<file path="src/rtl/lsu_pkg.sv">
// Shared types and helpers for the memory-stage load/store unit.
package lsu_pkg;

  typedef enum logic [1:0] {
    SZ_WORD = 2'b00,
    SZ_HALF = 2'b01,
    SZ_BYTE = 2'b10
  } size_e;

  typedef enum logic [1:0] {
    IDLE = 2'b00,
    REQ  = 2'b01,
    DONE = 2'b10
  } state_e;

  localparam logic [2:0] RESULT_SRC_LOAD = 3'b001;

  // Encoding 2'b11 falls back to a word access.
  function automatic size_e decode_size(input logic [1:0] op);
    case (op)
      2'b01:   decode_size = SZ_HALF;
      2'b10:   decode_size = SZ_BYTE;
      default: decode_size = SZ_WORD;
    endcase
  endfunction

  function automatic logic [3:0] byte_enables(input size_e size, input logic [1:0] offset);
    case (size)
      SZ_BYTE: byte_enables = 4'b0001 << offset;
      SZ_HALF: byte_enables = 4'b0011 << {offset[1], 1'b0};
      default: byte_enables = 4'b1111;
    endcase
  endfunction

  function automatic logic is_misaligned(input size_e size, input logic [1:0] offset);
    case (size)
      SZ_HALF: is_misaligned = offset[0];
      SZ_WORD: is_misaligned = |offset;
      default: is_misaligned = 1'b0;
    endcase
  endfunction

endpackage

</file>
<file path="src/rtl/load_align.sv">
// Selects the addressed byte/half lane of a read word and sign- or zero-extends it.
module load_align
  import lsu_pkg::*;
(
  input  logic [31:0] rdata_i,
  input  logic [1:0]  addr_i,
  input  size_e       size_i,
  input  logic        sign_i,
  output logic [31:0] data_o
);

  logic [7:0]  byte_s;
  logic [15:0] half_s;

  // Lane selection and extension.
  always_comb begin
    byte_s = rdata_i[7:0];
    half_s = addr_i[1] ? rdata_i[31:16] : rdata_i[15:0];
    case (addr_i)
      2'b00:   byte_s = rdata_i[7:0];
      2'b01:   byte_s = rdata_i[15:8];
      2'b10:   byte_s = rdata_i[23:16];
      2'b11:   byte_s = rdata_i[31:24];
      default: byte_s = rdata_i[7:0];
    endcase
    case (size_i)
      SZ_BYTE: data_o = {{24{sign_i & byte_s[7]}}, byte_s};
      SZ_HALF: data_o = {{16{sign_i & half_s[15]}}, half_s};
      default: data_o = rdata_i;
    endcase
  end

endmodule

</file>
<file path="src/rtl/mem_stage_lsu.sv">
// Memory-stage LSU: issues one data-bus transaction per aligned load/store,
// stalls the pipeline while it is outstanding and holds the last load result.
module mem_stage_lsu
  import lsu_pkg::*;
#(
  parameter int ADDR_W = 32,
  parameter int DATA_W = 32
) (
  input  logic              CLK,
  input  logic              RST_N,
  input  logic              RegWriteM,
  input  logic              MemWriteM,
  input  logic [2:0]        ResultSrcM,
  input  logic [1:0]        Byte_Half_OpM,
  input  logic              signM,
  input  logic [ADDR_W-1:0] ALUResultM,
  input  logic [DATA_W-1:0] WriteDataM,
  output logic              DReq,
  output logic              DWe,
  output logic [ADDR_W-1:0] DAddr,
  output logic [3:0]        DBe,
  output logic [DATA_W-1:0] DWData,
  input  logic [DATA_W-1:0] DRData,
  input  logic              DAck,
  output logic              StallM,
  output logic [DATA_W-1:0] ReadDataM,
  output logic              MisalignM
);

  state_e            state_q, state_d;
  logic              dreq_q, dreq_d;
  logic              dwe_q, dwe_d;
  logic [ADDR_W-1:0] daddr_q, daddr_d;
  logic [3:0]        dbe_q, dbe_d;
  logic [DATA_W-1:0] dwdata_q, dwdata_d;
  logic [DATA_W-1:0] rdata_q, rdata_d;
  logic              load_q, load_d;
  size_e             size_q, size_d;
  logic [1:0]        off_q, off_d;
  logic              sign_q, sign_d;

  logic              is_load_s;
  logic              access_s;
  logic              go_s;
  size_e             size_s;
  logic [DATA_W-1:0] wdata_s;
  logic [DATA_W-1:0] aligned_s;
  logic              unused_s;

  assign unused_s  = RegWriteM;
  assign is_load_s = (ResultSrcM == RESULT_SRC_LOAD);
  assign access_s  = MemWriteM | is_load_s;
  assign size_s    = decode_size(Byte_Half_OpM);
  assign MisalignM = access_s & is_misaligned(size_s, ALUResultM[1:0]);
  assign go_s      = access_s & ~MisalignM;
  assign StallM    = ((state_q == IDLE) & go_s) | (state_q == REQ);

  assign DReq      = dreq_q;
  assign DWe       = dwe_q;
  assign DAddr     = daddr_q;
  assign DBe       = dbe_q;
  assign DWData    = dwdata_q;
  assign ReadDataM = rdata_q;

  // Replicate store data across every lane the size could address.
  always_comb begin
    case (size_s)
      SZ_BYTE: wdata_s = {4{WriteDataM[7:0]}};
      SZ_HALF: wdata_s = {2{WriteDataM[15:0]}};
      default: wdata_s = WriteDataM;
    endcase
  end

  // Access attributes are latched at issue so formatting does not depend on the pipeline inputs.
  load_align u_load_align (
    .rdata_i (DRData),
    .addr_i  (off_q),
    .size_i  (size_q),
    .sign_i  (sign_q),
    .data_o  (aligned_s)
  );

  // Next-state and next-output logic of the transaction FSM.
  always_comb begin
    state_d  = state_q;
    dreq_d   = dreq_q;
    dwe_d    = dwe_q;
    daddr_d  = daddr_q;
    dbe_d    = dbe_q;
    dwdata_d = dwdata_q;
    rdata_d  = rdata_q;
    load_d   = load_q;
    size_d   = size_q;
    off_d    = off_q;
    sign_d   = sign_q;
    case (state_q)
      IDLE: begin
        if (go_s) begin
          state_d  = REQ;
          dreq_d   = 1'b1;
          dwe_d    = MemWriteM;
          daddr_d  = {ALUResultM[ADDR_W-1:2], 2'b00};
          dbe_d    = byte_enables(size_s, ALUResultM[1:0]);
          dwdata_d = wdata_s;
          load_d   = ~MemWriteM;
          size_d   = size_s;
          off_d    = ALUResultM[1:0];
          sign_d   = signM;
        end else begin
          state_d = IDLE;
        end
      end
      REQ: begin
        if (DAck) begin
          state_d = DONE;
          dreq_d  = 1'b0;
          if (load_q) begin
            rdata_d = aligned_s;
          end else begin
            rdata_d = rdata_q;
          end
        end else begin
          state_d = REQ;
        end
      end
      DONE: begin
        state_d = IDLE;
      end
      default: begin
        state_d = IDLE;
        dreq_d  = 1'b0;
      end
    endcase
  end

  // State and registered bus/result outputs.
  always_ff @(posedge CLK or negedge RST_N) begin
    if (!RST_N) begin
      state_q  <= IDLE;
      dreq_q   <= 1'b0;
      dwe_q    <= 1'b0;
      daddr_q  <= {ADDR_W{1'b0}};
      dbe_q    <= 4'b0000;
      dwdata_q <= {DATA_W{1'b0}};
      rdata_q  <= {DATA_W{1'b0}};
      load_q   <= 1'b0;
      size_q   <= SZ_WORD;
      off_q    <= 2'b00;
      sign_q   <= 1'b0;
    end else begin
      state_q  <= state_d;
      dreq_q   <= dreq_d;
      dwe_q    <= dwe_d;
      daddr_q  <= daddr_d;
      dbe_q    <= dbe_d;
      dwdata_q <= dwdata_d;
      rdata_q  <= rdata_d;
      load_q   <= load_d;
      size_q   <= size_d;
      off_q    <= off_d;
      sign_q   <= sign_d;
    end
  end

endmodule

</file>
<file path="config.mk">
export PLATFORM = sky130hd
export DESIGN_NAME = mem_stage_lsu
export DESIGN_NICKNAME = d
export VERILOG_FILES = /design/src/rtl/lsu_pkg.sv /design/src/rtl/load_align.sv /design/src/rtl/mem_stage_lsu.sv
export SDC_FILE = /design/constraint.sdc
export NUM_CORES = 1
export LEC_CHECK = 0
export ABC_CLOCK_PERIOD_IN_PS = 2000
export CAP_MARGIN = 15
export CORE_MARGIN = 1.5
export CORE_UTILIZATION = 30
export DETAILED_ROUTE_END_ITERATION = 16
export HOLD_SLACK_MARGIN = 0.03
export PLACE_DENSITY = 0.57
export SLEW_MARGIN = 25
export SYNTH_ARGS = -nofsm -noshare
export SYNTH_HDL_FRONTEND = slang
export SYNTH_SLANG_ARGS = --single-unit
</file>
<file path="constraint.sdc">
create_clock -name CLK -period 2 [get_ports CLK]
set_input_delay 0.4 -clock CLK [delete_from_list [all_inputs] [get_ports CLK]]
set_output_delay 0.4 -clock CLK [all_outputs]
set_load 0.01 [all_outputs]
</file>
After elaboration in Yosys (flattened, before gate mapping)
Index checks and enable logic that the tools add are counted.
W data, S select, Z words.
{ "classes": {"n_eq_ne": 14, "shifts": 2, "muxes": 13, "bitwise": 10, "n_reduce_logical": 7} }
{ "op_table": {"columns": ["cell", "count"], "rows": [
  ["$pmux W32 S2", 2],
  ["$pmux W8 S4", 1],
  ["$mux W16", 1],
  ["$eq A2 B2 Y1 const B", 6],
  ["$eq A2 B1 Y1 const B", 5],
  ["$pmux W2 S2", 2],
  ["$pmux W4 S2", 1],
  ["$logic_not A2 Y1", 3],
  ["$reduce_and A3 Y1", 2],
  ["$and A1 B1 Y1", 5],
  ["$ne A2 B2 Y1 const B", 2],
  ["$shl A1 B2 Y4 const A", 1],
  ["$shl A2 B2 Y4 const A", 1],
  ["$eq A3 B1 Y1 const B", 1],
  ["$mux W1", 3],
  ["$not A1 Y1", 3],
  ["$pmux W1 S3", 1],
  ["$mux W2", 1],
  ["$or A1 B1 Y1", 2],
  ["$pmux W1 S2", 1],
  ["$reduce_and A2 Y1", 1],
  ["$reduce_or A2 Y1", 1]
]} }
{ "totals": {"regBits": 108, "in_bits": 107, "out_inout_bits": 104, "wordCells": 57} }

Longest topological paths before layout
Gate-level depths: netlist of the first run.
{ "logic_depth": {"depth_word": 9, "depth_mapped": 8, "ltp_nobuf": 6} }

Cells and area by module
From an unflattened synthesis of the first run, not the netlist that was laid out.
{ "hier_totals": {"cells_unflattened": 447, "hier_area_um2": 5647.9} }
{ "by_module_without_submodules": {"columns": ["module", "n_inst", "cells_per_inst", "area_each_um2", "seq_area_each_um2"], "rows": [
  ["mem_stage_lsu", 1, 329, 4887.2, 2702.6],
  ["load_align", 1, 118, 760.7, 0.0]
]} }

Worst setup path before layout of the first run
No wires, ideal clock.
{ "synth_timing": {"kind": "input to register", "start": "input port Byte_Half_OpM[0]", "end": "register daddr_q[10] (netlist: DAddr[10])", "setup_time_ns": 0.125, "t_arrival_ns": 1.790, "required_time_ns": 1.875, "setup_slack_ns": 0.085, "stages": 8, "path_buffers": 2, "path_cell_list": "inv_1 -> ha_1 -> o21ai_1 -> a21oi_2 -> nor4_4 -> buf_6 -> buf_12 -> mux2_4"} }
{ "synth_via": {"elab_chain_cells": 8, "word_cells_on_any_way": 10, "cone_classes": "eq/ne (3); mux (2); bitwise (3); reduce/logical (2)"} }
{ "synth_lines": {"columns": ["element", "line", "source"], "rows": [
  ["start: declaration", "mem_stage_lsu.sv:14", "input logic [1:0] Byte_Half_OpM,"],
  ["$eq A2 B2 Y1 / $eq A2 B1 Y1 (equally long branches)", "lsu_pkg.sv:20", "case (op)"],
  ["$pmux W2 S2 *", "lsu_pkg.sv:20", null],
  ["$eq A2 B1 Y1 / $logic_not A2 Y1 (equally long branches)", "lsu_pkg.sv:36", "case (size)"],
  ["$pmux W1 S2 *", "lsu_pkg.sv:36", null],
  ["$and A1 B1 Y1 *", "mem_stage_lsu.sv:54", "assign MisalignM = access_s & is_misaligned(size_s, ALUResultM[1:0]);"],
  ["$not A1 Y1 *", "mem_stage_lsu.sv:55", "assign go_s = access_s & ~MisalignM;"],
  ["$and A1 B1 Y1 *", "mem_stage_lsu.sv:55", null],
  ["$reduce_and A2 Y1 (no source line) *", null, null],
  ["end signal: assignment", "mem_stage_lsu.sv:142", "daddr_q <= {ADDR_W{1'b0}};"],
  ["end signal: assignment", "mem_stage_lsu.sv:154", "daddr_q <= daddr_d;"],
  ["end: declaration", "mem_stage_lsu.sv:33", "logic [ADDR_W-1:0] daddr_q, daddr_d;"]
]} }
Every way passes the cells marked *; elsewhere a longest branch is shown, timed or not.
A chain may end at the register's enable or synchronous reset.

Worst setup path in the final report of the first run
{ "layout_timing": {"start": "input port Byte_Half_OpM[0]", "end": "register daddr_q[11] (netlist: DAddr[11])"} }
Same word-level chain as after synthesis.

==> reports/qor.csv, run 1 <==
stage,metric,value,unit
run_status,outcome,finished clean,
routing,Routed Antenna Nets,0,
die,I/O pin count,211,
layout,Final Net Count,791,
routing,DRC,0,
synthesis,ys flop type,dfrtp_1,
sta,final setup TNS,0,ns
worst_setup_path,"Data arrival, critical path",2.19,ns
die,Die Height,137,µm
synthesis,ys async rst share,100,%
routing,Pre-antenna DRT Iters,4,
placement,HPWL Detailed,11200,µm
global_route,vias in the first global route,4668,
cts,clk root buf,clkbuf_16,
synthesis,Synth top area share,50.4,%
die,Initial Utilization,30.9,%
die,Std-Cell Rows,48,
worst_setup_path,crit path capture type,register,
die,Core Region,17400,µm²
sta,worst-margin pin slew,0.596,ns
synthesis,Synth Area per Inst,12.1,µm²
synthesis,area of the mapped netlist,5360,µm²
synthesis,number of synthesized flops with an enable pin,0,
synthesis,top cells by instance count after synthesis,"108 x dfrtp_1, 60 x mux2_4, 39 x nand3_1",
sta,Max-Slew Margin vs Limit,60.1,%
worst_setup_path,worst-path maximum fanout,7,
synthesis,register area share after synthesis,50.4,%
worst_setup_path,critical path type,in2reg,
placement,GP Congestion,0.776,
sta,Final WS setup,0.0547,ns
sta,Final Skew,0.00956,ns
sta,"Slew Viols, Final",0,
synthesis,yosys warns,0,
routing,via count,4360,
layout,n_diodes,0,
cts,H-tree depth,3,
routing,wire per inst,17.2,µm
cts,CTS tree,yes,
synthesis,most common cell in the synthesized netlist,dfrtp_1,
global_route,antenna violations before repair,0,
synthesis,Yosys cell types,39,
synthesis,Cells after Synth,444,
sta,Tcrit/Tclk final,97.3,%
cts,CTS sink count,108,
synthesis,Area contributors post-synth,"dfrtp_1 50%, mux2_4 17%, mux2_2 4.4%",
die,Die W,137,µm
global_route,GRT Total Usage,16.7,%
die,Die Footprint,18700,µm²
routing,First DRT Iteration DRCs,226,
layout,share of cells above drive strength 1,23.0,%
layout,fin util,48.0,%
global_route,first-pass GRT wire length,24100,µm
worst_setup_path,CP Launch Type,primary input,
worst_setup_path,Crit path required time,2.24,ns
cts,Clock Latency Late Sink,0.35,ns
pwr,power density over the cells,1360,nW/µm²
min_path,worst hold path depth,1,
pwr,leakage,3.70,nW
pwr,Power Total,11.4,mW
cts,Worst-path clk slew,0.08,ns
layout,P&R area growth vs syn,55.4,%
min_path,Hold Crit Class,reg2reg,
worst_setup_path,R2R cell count,5,
sta,hold_ws,0.484,ns
placement,pre-CTS WS,-0.730,ns
global_route,GRT Residual Overflow,0,
synthesis,largest area contributor in the netlist,dfrtp_1,
cts,clock tree buffer depth,2,
routing,final WL,15600,µm
sta,"Setup violations, final",0,
pwr,peak supply drop,0.532,mV
cts,Num CTS Buffers,9,
sta,Fin. Hold Viols,0,
global_route,largest net degree at the start of global routing,47,
sta,post-layout min period,1.95,ns
routing,vias per cell,4.80,
sta,fmax,0.514,GHz
job,max_cap viols,0,
synthesis,Seq cells post-synth,108,
placement,port bufs,207,
-- where the power goes --
part           total (mW)  leakage, nW  internal, mW  switching, mW
clock network        1.69        0.130         0.852          0.839
logic                5.75         2.26          3.54           2.20
registers            3.91         1.31          3.22          0.699
-- cells in the final DEF, fill, tap and decap left out, types with 3 or more instances in the layout --
cell             netlist  layout
clkdlybuf4s50_1        0     200
dfrtp_1              108     108
mux2_4                60      61
nand3_1               39      39
nand2_1               36      35
buf_4                  2      32
inv_1                 26      25
a21oi_1               21      21
o21ai_0               21      21
mux2_2                21      20
a22o_1                14      14
clkbuf_16              0      12
a22oi_1                8       8
a221oi_1               8       8
buf_12                 6       8
o22ai_1                7       7
nor2_1                 6       6
nand2b_1               5       5
o21a_1                 4       4
mux2i_1                3       3
ha_1                   5       3
-- metrics by stage --
step                      std cells  instance area (µm²)
after CTS                       901                 8200
after detailed placement        881                 7860
after global placement          881                 7860
after floorplan                 445                 5370
final                           908                 8340
after global routing            908                 8340
-- layout make-up --
| class | instances | area [µm²] |
|---|---|---|
| tap | 225 | 282 |
| timing repair buffer | 254 | 2610 |
| sequential | 108 | 2700 |
| multi-input combinational | 280 | 2370 |
| fill | 1548 | 9020 |
| clock buffer | 9 | 225 |
| inverter | 26 | 97.6 |
| clock inverter | 6 | 48.8 |
-- path summary, 6_finish.rpt --
| kind | startpoint | endpoint | slack, ns |
|---|---|---|---|
| max | Byte_Half_OpM[0] | DAddr[11] | 0.05 |
| min | DReq | DReq | 0.48 |
| max reg2reg | state_q[0] | DAddr[11] | 0.23 |
| min reg2reg | DReq | DReq | 0.48 |
| max in group asynchronous | RST_N | DWData[11] | 0.95 |
| min in group asynchronous | RST_N | ReadDataM[3] | 0.49 |
-- repair_timing --
action                                  in CTS  in global routing
gates resized for setup                     16                 16
hold buffers                                 1                  0
gates cloned                                 1                  2
hold endpoints to repair                    19                  0
setup buffers                                3                  6
pin swaps                                    3                  3
endpoints found under the setup margin      75                 71
-- state kept, by name (all words and copies together), names as in the netlist --
signal,cells
DWData,32
ReadDataM,32
DAddr,30
DBe,4
off_q,2
size_q,2
state_q,2
DReq,1
DWe,1
load_q,1
sign_q,1
-- layer usage --
metal | GRT usage, % | part of all wire (%) | vias to the layer above
met3 | 4.26 | 6.9 | 21
met2 | 27.6 | 49 | 162
met4 | 5.73 | 1.9 | 0
met5 | 0 | 0 | -
met1 | 21.0 | 42 | 2132
li1 | - | - | 2045
-- worst max-delay path: stages --
cell,delay [ns]
clkbuf_2,0.10
buf_4,0.15
ha_4,0.16
nand2_2,0.08
a21oi_4,0.06
buf_4,0.14
nor4_4,0.28
clkbuf_16,0.20
buf_12,0.14
clkbuf_16,0.17
mux2_4,0.30
-- cells by family after synthesis --
logic type	count (synthesis)	synth area share, %
simple gates	95	8.61
flops	108	50.4
other cells	1	0.0699
mux	84	21.8
compound gates	94	11.8
buf+inv	57	6.25
fa+ha+maj	5	1.17
(Power assumes the default switching activity.)
==> inputs of run 2 (changes only) <==
- CORE_ASPECT_RATIO: default -> 0.75
==> run 2 against run 1 <==
Register-to-register slack improved by 0.02 ns; worst hold slack got worse by 0.37 ns; combinational power decreased by 3%; largest cell class unchanged.
==> reports/qor.csv, run 2 (same netlist as run 1, synthesis figures left out) <==
stage,metric,value,unit
run_status,outcome,finished clean,
layout,fin util,46.2,%
sta,post-layout min period,1.92,ns
sta,hold_ws,0.114,ns
min_path,Hold Crit Class,in2async,
routing,Routed Antenna Nets,0,
worst_setup_path,FF-to-FF Start,off_q[0],
sta,RSZ-0062 raised after global routing,false,
die,Initial Utilization,30.6,%
worst_setup_path,worst reg2reg path endpoint,ReadDataM[9],
cts,Clock Latency Late Sink,0.35,ns
pwr,power density over the cells,1380,nW/µm²
routing,Pre-antenna DRT Iters,4,
pwr,Clock Power Share,15.5,%
worst_setup_path,critical path type,in2out,
die,Die W,157,µm
pwr,P_int,7.49,mW
sta,fmax,0.520,GHz
global_route,vias in the first global route,4397,
routing,wire per inst,16.6,µm
layout,Final Net Count,775,
worst_setup_path,R2R cell count,4,
sta,"Slew Viols, Final",0,
sta,Max-Slew Margin vs Limit,53.2,%
die,Std-Cell Rows,42,
worst_setup_path,CP endpoint,StallM,
sta,final setup TNS,0,ns
worst_setup_path,R2R Setup Slk,0.25,ns
cts,clk root buf,clkbuf_16,
job,max_cap viols,0,
layout,"most common cell after layout, fill and taps aside",clkdlybuf4s50_1,
pwr,sequential share of power,34.8,%
die,Die Footprint,18700,µm²
die,Die Height,119,µm
sta,Fin. Hold Viols,0,
routing,vias per cell,4.74,
worst_setup_path,CP startpoint,Byte_Half_OpM[0],
cts,Num CTS Buffers,9,
routing,First DRT Iteration DRCs,217,
worst_setup_path,"Data arrival, critical path",1.52,ns
worst_setup_path,CP Launch Type,primary input,
global_route,GRT Residual Overflow,0,
cts,Worst-path clk slew,0.08,ns
routing,final WL,15100,µm
global_route,antenna violations before repair,0,
placement,GP Congestion,0.836,
cts,H-tree depth,3,
worst_setup_path,worst-path maximum fanout,3,
global_route,first-pass GRT wire length,23600,µm
cts,# hold bufs at CTS,0,
worst_setup_path,crit path capture type,output port,
routing,DRC,0,
layout,"commonest non-fill, non-tap cells in the layout","200 x clkdlybuf4s50_1, 108 x dfrtp_1, 60 x mux2_4",
global_route,GRT Total Usage,16.3,%
placement,port bufs,207,
cts,CTS sink count,108,
sta,Tcrit/Tclk final,96.2,%
sta,worst-margin pin slew,0.700,ns
global_route,largest net degree at the start of global routing,109,
sta,"Setup violations, final",0,
worst_setup_path,Crit path required time,1.60,ns
layout,P&R area growth vs syn,51.0,%
pwr,Psw,3.70,mW
layout,share of cells above drive strength 1,21.3,%
pwr,leakage,3.57,nW
pwr,combinational share of power,49.7,%
die,I/O pin count,211,
layout,n_diodes,0,
sta,Final Skew,0.00831,ns
cts,CTS tree,yes,
pwr,switch share,33.1,%
die,Core Region,17600,µm²
pwr,peak supply drop,0.647,mV
routing,via count,4312,
placement,HPWL Detailed,11000,µm
cts,clock tree buffer depth,2,
[run 2: changes by cell type in the layout (fill, tap and decap cells not counted), moves of 2 or more]
cell,delta
clkbuf_2,-2
clkinvlp_4,-2
dlygate4sd2_1,+3
inv_6,+2
dlymetal6s2s_1,-2
clkbuf_16,-3
buf_4,-7
buf_16,-2
buf_12,-2
[run 2: how the worst min path moves through the flow]
| stage | from | to | slack, ns |
|---|---|---|---|
| 2_1_floorplan | RST_N | DAddr[10] | 0.10 |
| 3_3_place_gp | DReq | DReq | 0.46 |
| 3_5_place_dp | DReq | DReq | 0.48 |
| 4_1_cts | RST_N | DWData[4] | 0.14 |
| 5_1_grt | RST_N | DWData[22] | 0.16 |
| 6_report | RST_N | DWData[22] | 0.11 |
[run 2: worst max-delay path, stage by stage]
cell,delay (ns)
buf_2,0.12
buf_6,0.11
ha_2,0.18
nand2_1,0.07
a21oi_2,0.06
buf_4,0.14
o21ba_2,0.21
nor2_2,0.10
buf_2,0.13
[run 2: per-layer routing]
metal  vias to the layer above  part of all wire, %  GRT usage [%]
met1                      2128                   46           22.8
met4                         0                 0.87           3.60
met2                       167                   44           24.9
met3                        11                  8.2           4.88
met5                         -                    0              0
li1                       2006                    -              -
[run 2: what timing repair did]
| action | CTS | global route |
|---|---|---|
| endpoints found under the setup margin | 75 | 1 |
| pin swaps | 3 | 0 |
| buffers inserted | 1 | 0 |
| resized for setup | 19 | 2 |
[run 2: area by class of cell]
| class | instances | area, µm² |
|---|---|---|
| clock buffer | 10 | 239 |
| multi-input combinational | 280 | 2350 |
| fill | 1639 | 9450 |
| timing repair buffer | 238 | 2360 |
| tap | 242 | 303 |
| inverter | 26 | 97.6 |
| clock inverter | 6 | 45.0 |
| sequential | 108 | 2700 |
[run 2: per-stage QoR]
step / instances / total power, mW / setup WS, ns / area, µm²
after floorplan: 445 / 6.59 / 0.0847 / 5370
after global placement: 893 / 9.45 / -0.661 / 7800
after detailed placement: 893 / 9.52 / -0.700 / 7800
after CTS: 910 / 11.3 / 0.0188 / 8100
after global routing: 910 / 11.9 / 0.0116 / 8100
final: 910 / 11.2 / 0.0769 / 8100
[run 2: power by group through the flow]
stage,clock [mW],combinational [mW],sequential [mW]
3_3_place_gp,0,5.54,3.91
4_1_cts,1.81,5.61,3.92
3_5_place_dp,0,5.60,3.93
5_1_grt,1.89,5.96,4.05
6_report,1.73,5.56,3.90
2_1_floorplan,0,2.34,4.25
==> inputs of run 3 (changes only) <==
- REMOVE_ABC_BUFFERS: default -> 1
==> run 3 against run 2 <==
Critical path type is now in2reg; clock power rose by 3%; highest routed layer unchanged; combinational power rose by 3%; register-to-register slack barely moved; critical endpoint is now DAddr[27].
==> reports/qor.csv, run 3 (same netlist as run 1, synthesis figures left out) <==
stage,metric,value,unit
run_status,outcome,finished clean,
routing,Pre-antenna DRT Iters,4,
cts,clock tree buffer depth,2,
sta,RSZ-0062 raised after global routing,false,
cts,clk root buf,clkbuf_16,
layout,multi-input logic area,2360,µm²
pwr,leakage,3.65,nW
global_route,vias in the first global route,4513,
placement,GP Congestion,0.814,
cts,CTS tree,yes,
routing,final WL,15600,µm
routing,First DRT Iteration DRCs,194,
worst_setup_path,Crit path required time,2.23,ns
cts,Worst-path clk slew,0.07,ns
layout,share of cells above drive strength 1,22.4,%
worst_setup_path,cells along the critical path,clkbuf_2 > buf_4 > ha_1 > nand2_1 > a21oi_2 > buf_4 > nor4_4 > buf_4 > buf_12 > buf_6 > mux2_2,
pwr,P_int,7.61,mW
layout,"commonest non-fill, non-tap cells in the layout","200 x clkdlybuf4s50_1, 108 x dfrtp_1, 60 x mux2_4",
cts,Num CTS Buffers,9,
global_route,GRT Total Usage,16.9,%
worst_setup_path,crit path capture type,register,
worst_setup_path,Worst path most repeated cell,buf_4,
worst_setup_path,"slowest stage delay, CP",0.33,ns
worst_setup_path,critical path type,in2reg,
pwr,sequential share of power,34.2,%
layout,register area,2700,µm²
die,Die Height,119,µm
routing,vias per cell,4.74,
layout,Final Net Count,786,
sta,Tcrit/Tclk final,95.4,%
sta,"Setup violations, final",0,
worst_setup_path,WP buf/inv,6,
global_route,GRT Residual Overflow,0,
die,Die Footprint,18700,µm²
routing,via count,4367,
routing,Routed Antenna Nets,0,
global_route,largest net degree at the start of global routing,54,
sta,"Slew Viols, Final",0,
die,Die W,157,µm
layout,Fill cells,1645,
die,Core Region,17600,µm²
sta,Fin. Hold Viols,0,
worst_setup_path,crit path max-delay cell type,mux2_2,
routing,wire per inst,17.0,µm
pwr,combinational share of power,50.2,%
cts,CTS sink count,108,
job,max_cap viols,0,
global_route,first-pass GRT wire length,24700,µm
worst_setup_path,worst-path maximum fanout,8,
layout,"most common cell after layout, fill and taps aside",clkdlybuf4s50_1,
placement,HPWL Detailed,11400,µm
pwr,power density over the cells,1370,nW/µm²
layout,P&R area growth vs syn,54.7,%
pwr,switch share,33.2,%
worst_setup_path,CP Launch Type,primary input,
die,I/O pin count,211,
cts,Clock Latency Late Sink,0.35,ns
pwr,Psw,3.78,mW
placement,port bufs,207,
sta,fmax,0.524,GHz
pwr,Clock Power Share,15.6,%
die,Std-Cell Rows,42,
pwr,peak supply drop,0.523,mV
worst_setup_path,"Data arrival, critical path",2.14,ns
global_route,antenna violations before repair,1,
die,Initial Utilization,30.6,%
cts,H-tree depth,3,
sta,final setup TNS,0,ns
sta,post-layout min period,1.91,ns
min_path,Hold Crit Class,in2async,
layout,fin util,47.3,%
sta,Final Skew,0.00838,ns
routing,DRC,0,
worst_setup_path,"Largest delay share family, worst path",buffers and inverters,
==> run 3: cell count changes in the layout (fill, tap and decap cells not counted), moves of 2 or more <==
| cell | before | now |
|---|---|---|
| inv_6 | 3 | 1 |
| clkinv_2 | 2 | 0 |
| buf_6 | 1 | 10 |
| inv_8 | 0 | 2 |
| buf_4 | 25 | 22 |
| clkbuf_2 | 0 | 2 |
| buf_16 | 0 | 2 |
==> run 3: worst register-to-register path: cells and delay by family, from the launching register on <==
family                     cells  cell delay, ns
DFF                            1            0.38
and+or+nand+nor                1            0.32
adders and majority gates      1            0.41
buffers and inverters          1            0.05
AOI/OAI and AO/OA              3            0.48
==> run 3: what timing repair did <==
| item | in CTS | in global routing |
|---|---|---|
| setup buffers | 4 | 0 |
| resized for setup | 25 | 10 |
| hold buffers | 1 | 0 |
| endpoints found under the setup margin | 76 | 41 |
| endpoints found under the hold margin | 6 | 0 |
| cloned | 2 | 0 |
| pin swaps | 2 | 1 |
==> run 3: area by class of cell <==
class / instances / area share [%]
Tap cell: 242 / 3.65
Timing Repair Buffer: 249 / 30.6
Sequential cell: 108 / 32.6
Clock inverter: 6 / 0.679
Antenna cell: 1 / 0.0302
Multi-Input combinational cell: 280 / 28.4
Inverter: 26 / 1.18
Clock buffer: 10 / 2.88
==> run 3: per-stage QoR <==
step	power [mW]	hold slack [ns]	std cells	setup WS (ns)	instance area [µm²]
after global routing	12.1	0.421	921	0.0105	8290
after global placement	9.46	0.238	898	-0.716	7850
final	11.4	0.413	922	0.0922	8300
after floorplan	6.48	0.104	414	-3.43	5130
after detailed placement	9.57	0.241	898	-0.737	7850
after CTS	11.5	0.398	921	0.0160	8270
==> run 3: final timing paths <==
kind                                  start       endpoint  slack, ns  depth (start not counted)
setup reg to reg                  size_q[0]   ReadDataM[4]       0.24                          6
min in group CLK                       DReq           DReq       0.50                          1
hold / removal                        RST_N  ReadDataM[27]       0.41                          2
setup / recovery           Byte_Half_OpM[0]      DAddr[27]       0.09                         11
max in group asynchronous             RST_N   ReadDataM[5]       1.08                          3
hold reg to reg                        DReq           DReq       0.50                          1
==> run 3: metal layers <==
| layer | share of wire [%] | global-route usage [%] | up-vias |
|---|---|---|---|
| met1 | 45 | 22.8 | 2157 |
| met3 | 6.8 | 4.62 | 20 |
| met5 | 0 | 0 | - |
| met4 | 1.6 | 5.25 | 0 |
| li1 | - | - | 2043 |
| met2 | 46 | 26.3 | 147 |
==> run 3: power by group through the flow <==
stage | sequential, mW | combinational (mW) | clock (mW)
after CTS | 3.90 | 5.76 | 1.84
after detailed placement | 3.93 | 5.64 | 0
after floorplan | 4.30 | 2.18 | 0
final | 3.89 | 5.72 | 1.78
after global placement | 3.89 | 5.57 | 0
after global routing | 4.04 | 6.11 | 1.92
